## src/rtl/control_unit.sv

```systemverilog
`default_nettype none
// ============================================================================
// Module      : control_unit
// Description : Moore sequencer for a 32-bit accumulator-style datapath.
//               Each instruction runs a fetch phase (F0-F3), then one to five
//               execute steps (E1-E5) selected by the opcode in ir[31:27].
//               Memory steps are held for MEM_WAIT cycles by a down-counter.
//               Opcode 11011 parks the sequencer in HALT until clr.
//               Optional feature macro: MUL_DIV_EN (enables mul/div execute
//               sequences; without it those opcodes behave as nop).
// Revision    : 1.0 - initial release
// ============================================================================
module control_unit #(
  parameter int MEM_WAIT = 1
) (
  input  logic        clk,
  input  logic        clr,
  input  logic [31:0] ir,
  input  logic        con,
  output logic [4:0]  alu_control,
  output logic        Gra,
  output logic        Grb,
  output logic        Grc,
  output logic        Rin,
  output logic        Rout,
  output logic        BAout,
  output logic        Pout,
  output logic        Cout,
  output logic        MDROut,
  output logic        HIout,
  output logic        LOout,
  output logic        ZHIout,
  output logic        ZLOout,
  output logic        IRen,
  output logic        MARen,
  output logic        MDRen,
  output logic        Yen,
  output logic        Zen,
  output logic        Pen,
  output logic        HIen,
  output logic        LOen,
  output logic        ConIn,
  output logic        Read,
  output logic        Write,
  output logic        run
);

  typedef enum logic [3:0] {
    S_F0   = 4'd0,
    S_F1   = 4'd1,
    S_F2   = 4'd2,
    S_F3   = 4'd3,
    S_E1   = 4'd4,
    S_E2   = 4'd5,
    S_E3   = 4'd6,
    S_E4   = 4'd7,
    S_E5   = 4'd8,
    S_HALT = 4'd9
  } state_t;

  // Counter value loaded on entry to a memory step; reaching zero ends it.
  localparam logic [3:0] WAIT_RELOAD = 4'(MEM_WAIT - 1);

  localparam logic [4:0] OP_LD   = 5'b00000;
  localparam logic [4:0] OP_LDI  = 5'b00001;
  localparam logic [4:0] OP_ST   = 5'b00010;
  localparam logic [4:0] OP_ADD  = 5'b00011;
  localparam logic [4:0] OP_MUL  = 5'b01111;
  localparam logic [4:0] OP_DIV  = 5'b10000;
  localparam logic [4:0] OP_NEG  = 5'b10001;
  localparam logic [4:0] OP_NOT  = 5'b10010;
  localparam logic [4:0] OP_BR   = 5'b10011;
  localparam logic [4:0] OP_JR   = 5'b10100;
  localparam logic [4:0] OP_MFHI = 5'b11000;
  localparam logic [4:0] OP_MFLO = 5'b11001;
  localparam logic [4:0] OP_HALT = 5'b11011;
  localparam logic [4:0] ALU_INC = 5'b11111;

`ifdef MUL_DIV_EN
  localparam logic MUL_DIV = 1'b1;
`else
  localparam logic MUL_DIV = 1'b0;
`endif

  state_t     state_q, state_d;
  logic [3:0] cnt_q, cnt_d;
  logic [4:0] opcode;
  logic [2:0] last_step;
  logic [2:0] exec_idx;
  logic       is_rr, is_negnot, is_imm, is_addr, is_mul_div, mem_step;
  logic       unused_ir;

  assign opcode    = ir[31:27];
  // Register fields are consumed by the datapath's register encoder, not here.
  assign unused_ir = ^ir[26:0];

  assign is_rr      = (opcode >= 5'b00011) && (opcode <= 5'b01011);
  assign is_negnot  = (opcode == OP_NEG) || (opcode == OP_NOT);
  assign is_imm     = (opcode >= 5'b01100) && (opcode <= 5'b01110);
  assign is_addr    = (opcode == OP_LD) || (opcode == OP_ST) || (opcode == OP_LDI);
  assign is_mul_div = MUL_DIV && ((opcode == OP_MUL) || (opcode == OP_DIV));
  assign mem_step   = ((state_q == S_E4) && (opcode == OP_LD)) ||
                      ((state_q == S_E5) && (opcode == OP_ST));

  // Number of execute steps for the current opcode (0 = nop / unimplemented).
  always_comb begin
    last_step = 3'd0;
    if ((opcode == OP_LD) || (opcode == OP_ST)) begin
      last_step = 3'd5;
    end else if ((opcode == OP_BR) || is_mul_div) begin
      last_step = 3'd4;
    end else if (is_rr || is_negnot || is_imm || (opcode == OP_LDI)) begin
      last_step = 3'd3;
    end else if ((opcode == OP_JR) || (opcode == OP_MFHI) || (opcode == OP_MFLO)) begin
      last_step = 3'd1;
    end
  end

  // Position of the current state within the execute sequence.
  always_comb begin
    exec_idx = 3'd0;
    case (state_q)
      S_E1:    exec_idx = 3'd1;
      S_E2:    exec_idx = 3'd2;
      S_E3:    exec_idx = 3'd3;
      S_E4:    exec_idx = 3'd4;
      S_E5:    exec_idx = 3'd5;
      default: exec_idx = 3'd0;
    endcase
  end

  // Next-state and wait-counter logic; the counter reloads on every state change.
  always_comb begin
    state_d = state_q;
    cnt_d   = WAIT_RELOAD;
    case (state_q)
      S_F0: state_d = S_F1;
      S_F1: state_d = S_F2;
      S_F2: begin
        if (cnt_q != 4'd0) cnt_d = cnt_q - 4'd1;
        else               state_d = S_F3;
      end
      S_F3: begin
        if (opcode == OP_HALT)      state_d = S_HALT;
        else if (last_step == 3'd0) state_d = S_F0;
        else                        state_d = S_E1;
      end
      S_HALT: state_d = S_HALT;
      default: begin
        if (mem_step && (cnt_q != 4'd0)) cnt_d = cnt_q - 4'd1;
        else if (exec_idx >= last_step)  state_d = S_F0;
        else                             state_d = state_t'(state_q + 4'd1);
      end
    endcase
  end

  // State register with synchronous clear back to the start of fetch.
  always_ff @(posedge clk) begin
    if (clr) begin
      state_q <= S_F0;
      cnt_q   <= 4'd0;
    end else begin
      state_q <= state_d;
      cnt_q   <= cnt_d;
    end
  end

  // Control strobe decode; everything is forced low while clr is held.
  always_comb begin
    alu_control = 5'd0;
    Gra = 1'b0; Grb = 1'b0; Grc = 1'b0; Rin = 1'b0; Rout = 1'b0; BAout = 1'b0;
    Pout = 1'b0; Cout = 1'b0; MDROut = 1'b0; HIout = 1'b0; LOout = 1'b0;
    ZHIout = 1'b0; ZLOout = 1'b0;
    IRen = 1'b0; MARen = 1'b0; MDRen = 1'b0; Yen = 1'b0; Zen = 1'b0; Pen = 1'b0;
    HIen = 1'b0; LOen = 1'b0; ConIn = 1'b0;
    Read = 1'b0; Write = 1'b0;
    run = 1'b0;
    if (!clr) begin
      run = (state_q != S_HALT);
      case (state_q)
        S_F0: begin Pout = 1'b1; MARen = 1'b1; Zen = 1'b1; alu_control = ALU_INC; end
        S_F1: begin ZLOout = 1'b1; Pen = 1'b1; end
        S_F2: begin Read = 1'b1; MDRen = 1'b1; end
        S_F3: begin MDROut = 1'b1; IRen = 1'b1; end
        S_E1: begin
          if (is_rr || is_negnot || is_imm) begin
            Grb = 1'b1; Rout = 1'b1; Yen = 1'b1;
          end else if (is_addr) begin
            Grb = 1'b1; Rout = 1'b1; BAout = 1'b1; Yen = 1'b1;
          end else if (opcode == OP_BR) begin
            Gra = 1'b1; Rout = 1'b1; ConIn = 1'b1;
          end else if (opcode == OP_JR) begin
            Gra = 1'b1; Rout = 1'b1; Pen = 1'b1;
          end else if (opcode == OP_MFHI) begin
            HIout = 1'b1; Gra = 1'b1; Rin = 1'b1;
          end else if (opcode == OP_MFLO) begin
            LOout = 1'b1; Gra = 1'b1; Rin = 1'b1;
          end else if (is_mul_div) begin
            Gra = 1'b1; Rout = 1'b1; Yen = 1'b1;
          end
        end
        S_E2: begin
          if (is_rr) begin
            Grc = 1'b1; Rout = 1'b1; Zen = 1'b1; alu_control = opcode;
          end else if (is_negnot || is_mul_div) begin
            Grb = 1'b1; Rout = 1'b1; Zen = 1'b1; alu_control = opcode;
          end else if (is_imm) begin
            Cout = 1'b1; Zen = 1'b1; alu_control = opcode;
          end else if (is_addr) begin
            Cout = 1'b1; Zen = 1'b1; alu_control = OP_ADD;
          end else if (opcode == OP_BR) begin
            Pout = 1'b1; Yen = 1'b1;
          end
        end
        S_E3: begin
          if (is_rr || is_negnot || is_imm || (opcode == OP_LDI)) begin
            ZLOout = 1'b1; Gra = 1'b1; Rin = 1'b1;
          end else if ((opcode == OP_LD) || (opcode == OP_ST)) begin
            ZLOout = 1'b1; MARen = 1'b1;
          end else if (opcode == OP_BR) begin
            Cout = 1'b1; Zen = 1'b1; alu_control = OP_ADD;
          end else if (is_mul_div) begin
            ZLOout = 1'b1; LOen = 1'b1;
          end
        end
        S_E4: begin
          if (opcode == OP_LD) begin
            Read = 1'b1; MDRen = 1'b1;
          end else if (opcode == OP_ST) begin
            Gra = 1'b1; Rout = 1'b1; MDRen = 1'b1;
          end else if (opcode == OP_BR) begin
            ZLOout = 1'b1; Pen = con;
          end else if (is_mul_div) begin
            ZHIout = 1'b1; HIen = 1'b1;
          end
        end
        S_E5: begin
          if (opcode == OP_LD) begin
            MDROut = 1'b1; Gra = 1'b1; Rin = 1'b1;
          end else if (opcode == OP_ST) begin
            Write = 1'b1;
          end
        end
        default: begin end
      endcase
    end
  end

endmodule
`default_nettype wire

```

## config.mk

```make
export PLATFORM = sky130hd
export DESIGN_NAME = control_unit
export DESIGN_NICKNAME = d
export VERILOG_FILES = /design/src/rtl/control_unit.sv
export SDC_FILE = /design/constraint.sdc
export NUM_CORES = 1
export LEC_CHECK = 0
export ABC_AREA = 1
export CORE_UTILIZATION = 35
export CTS_CLUSTER_DIAMETER = 150
export DETAILED_ROUTE_END_ITERATION = 10
export PLACE_DENSITY = 0.69
export SLEW_MARGIN = 10
export SYNTH_ARGS = -nofsm -noshare
export SYNTH_HDL_FRONTEND = slang
export SYNTH_SLANG_ARGS = --single-unit
```

## constraint.sdc

```tcl
create_clock -name clk -period 2.57 [get_ports clk]
set_clock_uncertainty 0.05 [all_clocks]
set_input_delay 0.771 -clock clk [delete_from_list [all_inputs] [get_ports clk]]
set_output_delay 0.771 -clock clk [all_outputs]
set_load 0.1 [all_outputs]
```

==> results of run 1 <==
-- synthesized netlist by cell type --
| master | count | area (um^2) |
|---|---|---|
| nand3_1 | 17 | 85.1 |
| nand2_2 | 9 | 56.3 |
| nor3_2 | 1 | 10.0 |
| nand2_1 | 55 | 206 |
| nand2_4 | 1 | 11.3 |
| conb_1 | 1 | 3.75 |
| inv_1 | 32 | 120 |
| nor2_2 | 1 | 6.26 |
| or2_1 | 1 | 6.26 |
| a21oi_1 | 18 | 90.1 |
| o2111ai_1 | 1 | 8.76 |
| nor2_1 | 37 | 139 |
| dfxtp_1 | 8 | 160 |
| nor3_1 | 6 | 30.0 |
| nand4_1 | 3 | 18.8 |
| a21oi_2 | 1 | 8.76 |
| nand3_2 | 2 | 20.0 |
| xnor2_1 | 3 | 26.3 |
| clkbuf_1 | 2 | 7.51 |
| inv_2 | 2 | 7.51 |
| buf_4 | 5 | 37.5 |
| o21ai_1 | 1 | 5.00 |
| nand3b_1 | 1 | 7.51 |
| nor2_4 | 5 | 56.3 |
| o21ai_0 | 6 | 30.0 |
| ha_1 | 8 | 100 |
-- registers in the layout, summed over array words and instances (netlist names) --
register  cells
state_q       4
cnt_q         4
-- final timing paths --
| check | depth (start not counted) | end |
|---|---|---|
| worst max-delay path | 12 | Rin |
| worst min-delay path | 1 | cnt_q[0] |
| worst max register to register | 13 | state_q[3] |
| worst min register to register | 1 | cnt_q[0] |
-- kinds of logic (layout without fill, tap and decap cells) --
| logic type | after synthesis | after routing | synth area share (%) |
|---|---|---|---|
| simple gates | 139 | 139 | 51.9 |
| buf+inv | 41 | 136 | 13.7 |
| compound gates | 27 | 27 | 11.3 |
| fa+ha+maj | 8 | 8 | 7.95 |
| flops | 8 | 8 | 12.7 |
| xor+xnor | 3 | 3 | 2.09 |
| other cells | 1 | 3 | 0.298 |
-- routing by layer --
layer | wire length, um | up-vias | share of wire [%] | GRT usage, %
li1 | - | 908 | - | -
met4 | 470 | 0 | 5.9 | 9.84
met1 | 2920 | 1027 | 36 | 37.8
met2 | 3850 | 199 | 48 | 51.1
met3 | 780 | 65 | 9.7 | 5.18
met5 | 0 | - | 0 | 0
-- metrics by stage --
| stage | instances | area (um^2) | util [%] |
|---|---|---|---|
| global placement | 345 | 2530 | 74.6 |
| floorplan | 229 | 1610 | - |
| detailed placement | 345 | 2530 | 74.6 |
| finish | 370 | 3110 | 91.7 |
| CTS | 361 | 2820 | 83.3 |
| global route | 370 | 3110 | 91.7 |
-- repair_timing --
action | in CTS | in global routing
gates resized for setup | 75 | 50
pin swaps | 20 | 30
buffers inserted | 14 | 10
setup endpoints to repair | 29 | 28
-- layout make-up --
class | instances | area [um^2]
well taps | 46 | 57.6
inverters | 34 | 163
flip-flops and latches | 8 | 170
clock buffers | 3 | 22.5
repair buffers | 99 | 1160
fillers | 119 | 282
multi-input cells | 180 | 1530
-- where the power goes --
part           switching [mW]  total [mW]  internal (mW)  leakage (nW)
logic                    1.41        2.19          0.777          1.33
registers              0.0708       0.255          0.184        0.0677
clock network          0.0462      0.0999         0.0537        0.0138
==> results.ini, run 1 <==
[run_status]
status=finished, violations left
violations=negative setup slack

[floorplan]
initial_core_util_pct=37.1
die_h_um=62.0
coreArea_um2=3390
ios=65
num_rows=21
die_w_um=62.0
die_area_um2=3840

[layout]
fin_nets=369
drive_gt1_share_pct=68.2
layout_common_cells=buf_4 (52), nand2_1 (31), buf_12 (28)
final_common_cell=buf_4
area_growth_pct=147
n_antenna_cell=0

[worst_hold_path]
worstHoldStart=cnt_q[0]
hp-class=reg2reg

[clock_tree]
clock-sinks=8
insertion_delay_ns=0.26
htree_levels=1
root_buffer=clkbuf_4
numCtsBuffers=3
clock_path_buffers=2
cts_tree=yes
path_clk_slew_ns=0.05
ctsHoldBuffers=0

[sta]
fin_tns_setup_ns=-6.41
rsz0062_at_grt=yes
setup_viol=28
finalWorstSetupSlack_ns=-0.467
hold_viol_final=0
report.final.slew_viol_count=0
hold_ws_ns=0.425
fin_crit_ns=3.04
fmax_mhz=329
finalCritPeriodShare_pct=118

[grt]
grt_pass1_wl_mm=8.42
antenna_found_initial=0
track_usage_pct=29.9
overflow=0
grt_max_degree=17
grt_pass1_vias=1786

[power_and_ir_drop]
peakVddDrop_mv=0.608
p_leak_nw=1.41
p_total_mw=2.54
power_density_nw_per_um2=819

[placement]
dp_slack_ns=-0.785
dpl.hpwl_mm=3.65
port_buffers=34
place.gp.congestion=0.892

[synthesis]
synth_cell_types=26
syn-instance-count=227
syn_avg_cell_area_um2=5.54
ys_seq_area_share_pct=12.7
syn-cell-area_um2=1260
yosysWarningCount=0
ys_ff_latch=8

[setup_path]
cp-end-kind=primary output
slowest_stage=a21oi_4
critical_path_class=in2out
crit_path_start=ir[30]
critPathMaxFanout=3
cp_cell_sequence=buf_8 > buf_4 > nand2_4 > nor2_4 > nor2_4 > a21oi_4 > nand3_2 > nand2_2 > nand3_2 > nand2_2 > clkinvlp_4 > buf_12
start_kind=input port
r2r_slack_ns=0.13
critical_path_buf_inv_count=4
max_stage_delay_ns=0.21
cp_data_required_time_ns=1.75
critical_path.top_delay_family=simple AND/OR/NAND/NOR gates
worstPathArrival_ns=2.22
r2r_start=state_q[0]

[detailed_routing]
drc_errors=0
dr.pass1.iters=5
totalWireLength_mm=8.01
wire_per_inst_um=21.7
num_vias=2199
drt_iter0_markers=242
ant_nets=0
via_per_inst=5.94

[job]
maxCapViolations=0

Note: power is estimated with default switching activity, not from simulation.
==> run 2: changes to the inputs <==
--- a/config.mk
+++ b/config.mk
@@ -5,11 +5,11 @@
 export SDC_FILE = /design/constraint.sdc
 export NUM_CORES = 1
 export LEC_CHECK = 0
-export ABC_AREA = 1
+export ABC_AREA = 0
 export CORE_UTILIZATION = 35
 export CTS_CLUSTER_DIAMETER = 150
 export DETAILED_ROUTE_END_ITERATION = 10
-export PLACE_DENSITY = 0.69
+export PLACE_DENSITY = 0.67
 export SLEW_MARGIN = 10
 export SYNTH_ARGS = -nofsm -noshare
 export SYNTH_HDL_FRONTEND = slang
==> run 2 against run 1 <==
Effect of this change:
- the flow still finishes with violations (negative setup slack)
- clock power is 57% higher
- sequential power is 37% lower
- hold slack worse by 0.027 ns
- via count is 4.2% higher
- clock-buffer cell count stayed put
- setup slack worse by 0.066 ns
- routed wire length is 2.6% higher
==> results.ini, run 2 <==
[setup_path]
r2r_slack_ns=0  ; was 0.13 ns
r2r-end=state_q[2]  ; was state_q[3]
r2r_start=state_q[3]  ; was state_q[0]
cp-end-kind=primary output  ; unchanged
critical_path_class=in2out  ; unchanged
worstPathArrival_ns=2.28  ; was 2.22 ns
cp_data_required_time_ns=1.75  ; about the same
r2r_cells=10  ; was 13
start_kind=input port  ; unchanged
critPathMaxFanout=6  ; was 3

[placement]
port_buffers=34  ; unchanged
placed_cells=337  ; was 345
place.gp.congestion=0.905  ; was 0.892
dpl.hpwl_mm=4.31  ; was 3.65 mm
dpl-instance-area_um2=2780  ; was 2530 um^2

[sta]
fin_crit_ns=3.10  ; was 3.04 ns
fmax_mhz=322  ; was 329 MHz
finalCritPeriodShare_pct=121  ; was 118%
finalWorstSetupSlack_ns=-0.533  ; was -0.467 ns
report.final.slew_viol_count=0  ; unchanged
hold_ws_ns=0.398  ; was 0.425 ns
hold_viol_final=0  ; unchanged
rsz0062_at_grt=yes  ; unchanged
setup_viol=29  ; was 28

[floorplan]
die_area_um2=4250  ; was 3840 um^2
num_rows=22  ; was 21
die_w_um=65.2  ; was 62.0 um
initial_core_util_pct=37.4  ; was 37.1%
die_h_um=65.2  ; was 62.0 um
coreArea_um2=3740  ; was 3390 um^2
ios=65  ; unchanged

[job]
maxCapViolations=0  ; unchanged

[worst_hold_path]
hold_depth=1  ; unchanged
worstHoldStart=cnt_q[0]  ; unchanged
hp-class=reg2reg  ; unchanged
hold_end=cnt_q[0]  ; unchanged

[synthesis]
synthXorXnorAreaFrac_pct=1.88  ; was 2.09%
synth_top_family_by_area=simple AND/OR/NAND/NOR gates  ; unchanged
yosys-top-cells-area=dfxtp_1 (11%), ha_1 (7.2%), a21oi_1 (6.8%)  ; was nand2_1 (16%), dfxtp_1 (13%), nor2_1 (11%)
ys_seq_area_share_pct=11.4  ; was 12.7%
syn_avg_cell_area_um2=6.57  ; was 5.54 um^2
synthMuxAreaShare_pct=0  ; unchanged
synth_edf_count=0  ; unchanged
synthTopCellsByCount=nand2_1 (25), nor2_1 (21), a21oi_1 (19)  ; was nand2_1 (55), nor2_1 (37), inv_1 (32)
synth_area_leader_cell=dfxtp_1  ; was nand2_1
synth_compound_area_share_pct=30.1  ; was 11.3%
yosysMostFrequentCell=nand2_1  ; unchanged
syn-cell-area_um2=1400  ; was 1260 um^2
synth_cell_types=55  ; was 26
ys_ff_latch=8  ; unchanged
yosys.area_share.simple_pct=39.1  ; was 51.9%
yosysWarningCount=0  ; unchanged
synthArstFlopShare_pct=0  ; unchanged
syn-instance-count=213  ; was 227
synth_adder_area_share_pct=7.16  ; was 7.95%
synth_top_area_share_pct=11.4  ; was 16.4%
synth-main-ff-cell=dfxtp_1  ; unchanged

[run_status]
status=finished, violations left  ; unchanged
violations=negative setup slack  ; unchanged

[detailed_routing]
via_per_inst=6.33  ; was 5.94
num_vias=2291  ; was 2,199
drc_errors=0  ; unchanged
wire_per_inst_um=22.7  ; was 21.7 um
totalWireLength_mm=8.22  ; was 8.01 mm
dr.pass1.iters=5  ; unchanged
ant_nets=0  ; unchanged
drt_iter0_markers=169  ; was 242

[power_and_ir_drop]
peakVddDrop_mv=0.832  ; was 0.608 mV
power_density_nw_per_um2=733  ; was 819 nW/um^2
p_leak_nw=1.36  ; was 1.41 nW
p_total_mw=2.53  ; was 2.54 mW

[layout]
instances_no_fill=362  ; was 370
final_cell_area_um2=3460  ; was 3110 um^2
n_antenna_cell=0  ; unchanged
layout_common_cells=buf_4 (50), buf_6 (30), buf_12 (30)  ; was buf_4 (52), nand2_1 (31), buf_12 (28)
area_growth_pct=147  ; about the same
multi_input_area_um2=1790  ; was 1530 um^2
fin_nets=359  ; was 369
final_common_cell=buf_4  ; unchanged
register_area_um2=160  ; was 170 um^2
fillerInstances=127  ; was 119
drive_gt1_share_pct=67.8  ; was 68.2%
top_regs=cnt_q x4, state_q x4  ; unchanged

[grt]
grt_pass1_vias=2147  ; was 1,786
antenna_found_initial=0  ; unchanged
grt_pass1_wl_mm=10.9  ; was 8.42 mm
overflow=0  ; unchanged
track_usage_pct=33.3  ; was 29.9%
grt_max_degree=13  ; was 17

[clock_tree]
clock_path_buffers=2  ; unchanged
path_clk_slew_ns=0.05  ; about the same
cts_tree=yes  ; unchanged
clock-sinks=8  ; unchanged
ctsHoldBuffers=0  ; unchanged
numCtsBuffers=3  ; unchanged
insertion_delay_ns=0.23  ; was 0.26 ns
htree_levels=1  ; unchanged
root_buffer=clkbuf_8  ; was clkbuf_4

==> run 2: cell types whose count changed after synthesis, moves of 9 or more <==
cell	previous run	this run
o21ai_0	6	15
nand3_1	17	8
nor2_1	37	21
clkbuf_1	2	13
nand2_2	9	0
inv_1	32	8
nand2_1	55	25
==> run 2: power by group <==
group | leakage (nW) | internal (mW) | total [mW] | switching (mW)
clock network | 0.0216 | 0.102 | 0.157 | 0.0549
registers | 0.0650 | 0.145 | 0.160 | 0.0152
logic | 1.27 | 0.856 | 2.22 | 1.36
==> run 2: through the flow <==
stage                     setup slack, ns  TNS (ns)  utilization, %
after floorplan                    -0.974    -13.30               -
after global placement             -0.942    -23.14            74.1
after detailed placement           -0.970    -24.01            74.1
after CTS                          -0.494     -9.27            87.0
after global routing               -0.560    -10.83            92.4
final                              -0.533     -9.58            92.4
==> run 2: layout make-up <==
class / instances / share of cell area [%]
Tap cell: 48 / 1.74
Clock buffer: 3 / 1.19
Sequential cell: 8 / 4.63
Multi-Input combinational cell: 179 / 51.7
Timing Repair Buffer: 116 / 39.9
Inverter: 8 / 0.868
==> run 2: worst max-delay path by stage <==
stage            from              to  slack [ns]  cells past startpoint
3_3_place_gp   ir[30]  alu_control[0]       -0.94                      6
3_5_place_dp   ir[30]  alu_control[0]       -0.97                      6
5_1_grt        ir[30]             Rin       -0.56                      8
6_report       ir[30]             Rin       -0.53                      8
4_1_cts        ir[30]             Rin       -0.49                      8
2_1_floorplan  ir[29]  alu_control[0]       -0.97                      6
==> run 2: layer usage <==
metal / wire length [um] / GRT usage [%]
met1: 2940 / 38.4
met3: 663 / 6.08
met4: 456 / 12.2
met2: 4160 / 60.3
met5: 0 / 0
==> run 2: critical path, stage by stage <==
cell	delay, ns
buf_8	0.11
and2_4	0.16
o211a_4	0.25
a211oi_4	0.24
buf_6	0.17
a21boi_4	0.08
a211oi_4	0.30
buf_12	0.21
==> run 2: repair_timing <==
item	in CTS	in global routing
setup buffers	20	7
cloned	1	0
hold endpoints to repair	0	0
setup endpoints to repair	33	29
resized for setup	100	44
pin swaps	39	41
==> run 2: kinds of logic (layout without fill, tap and decap cells) <==
| kind of cell | count (synthesis) | after routing |
|---|---|---|
| simple gates | 101 | 101 |
| compound gates | 64 | 64 |
| buf+inv | 28 | 127 |
| fa+ha+maj | 8 | 8 |
| flops | 8 | 8 |
| xor+xnor | 3 | 3 |
| other cells | 1 | 3 |
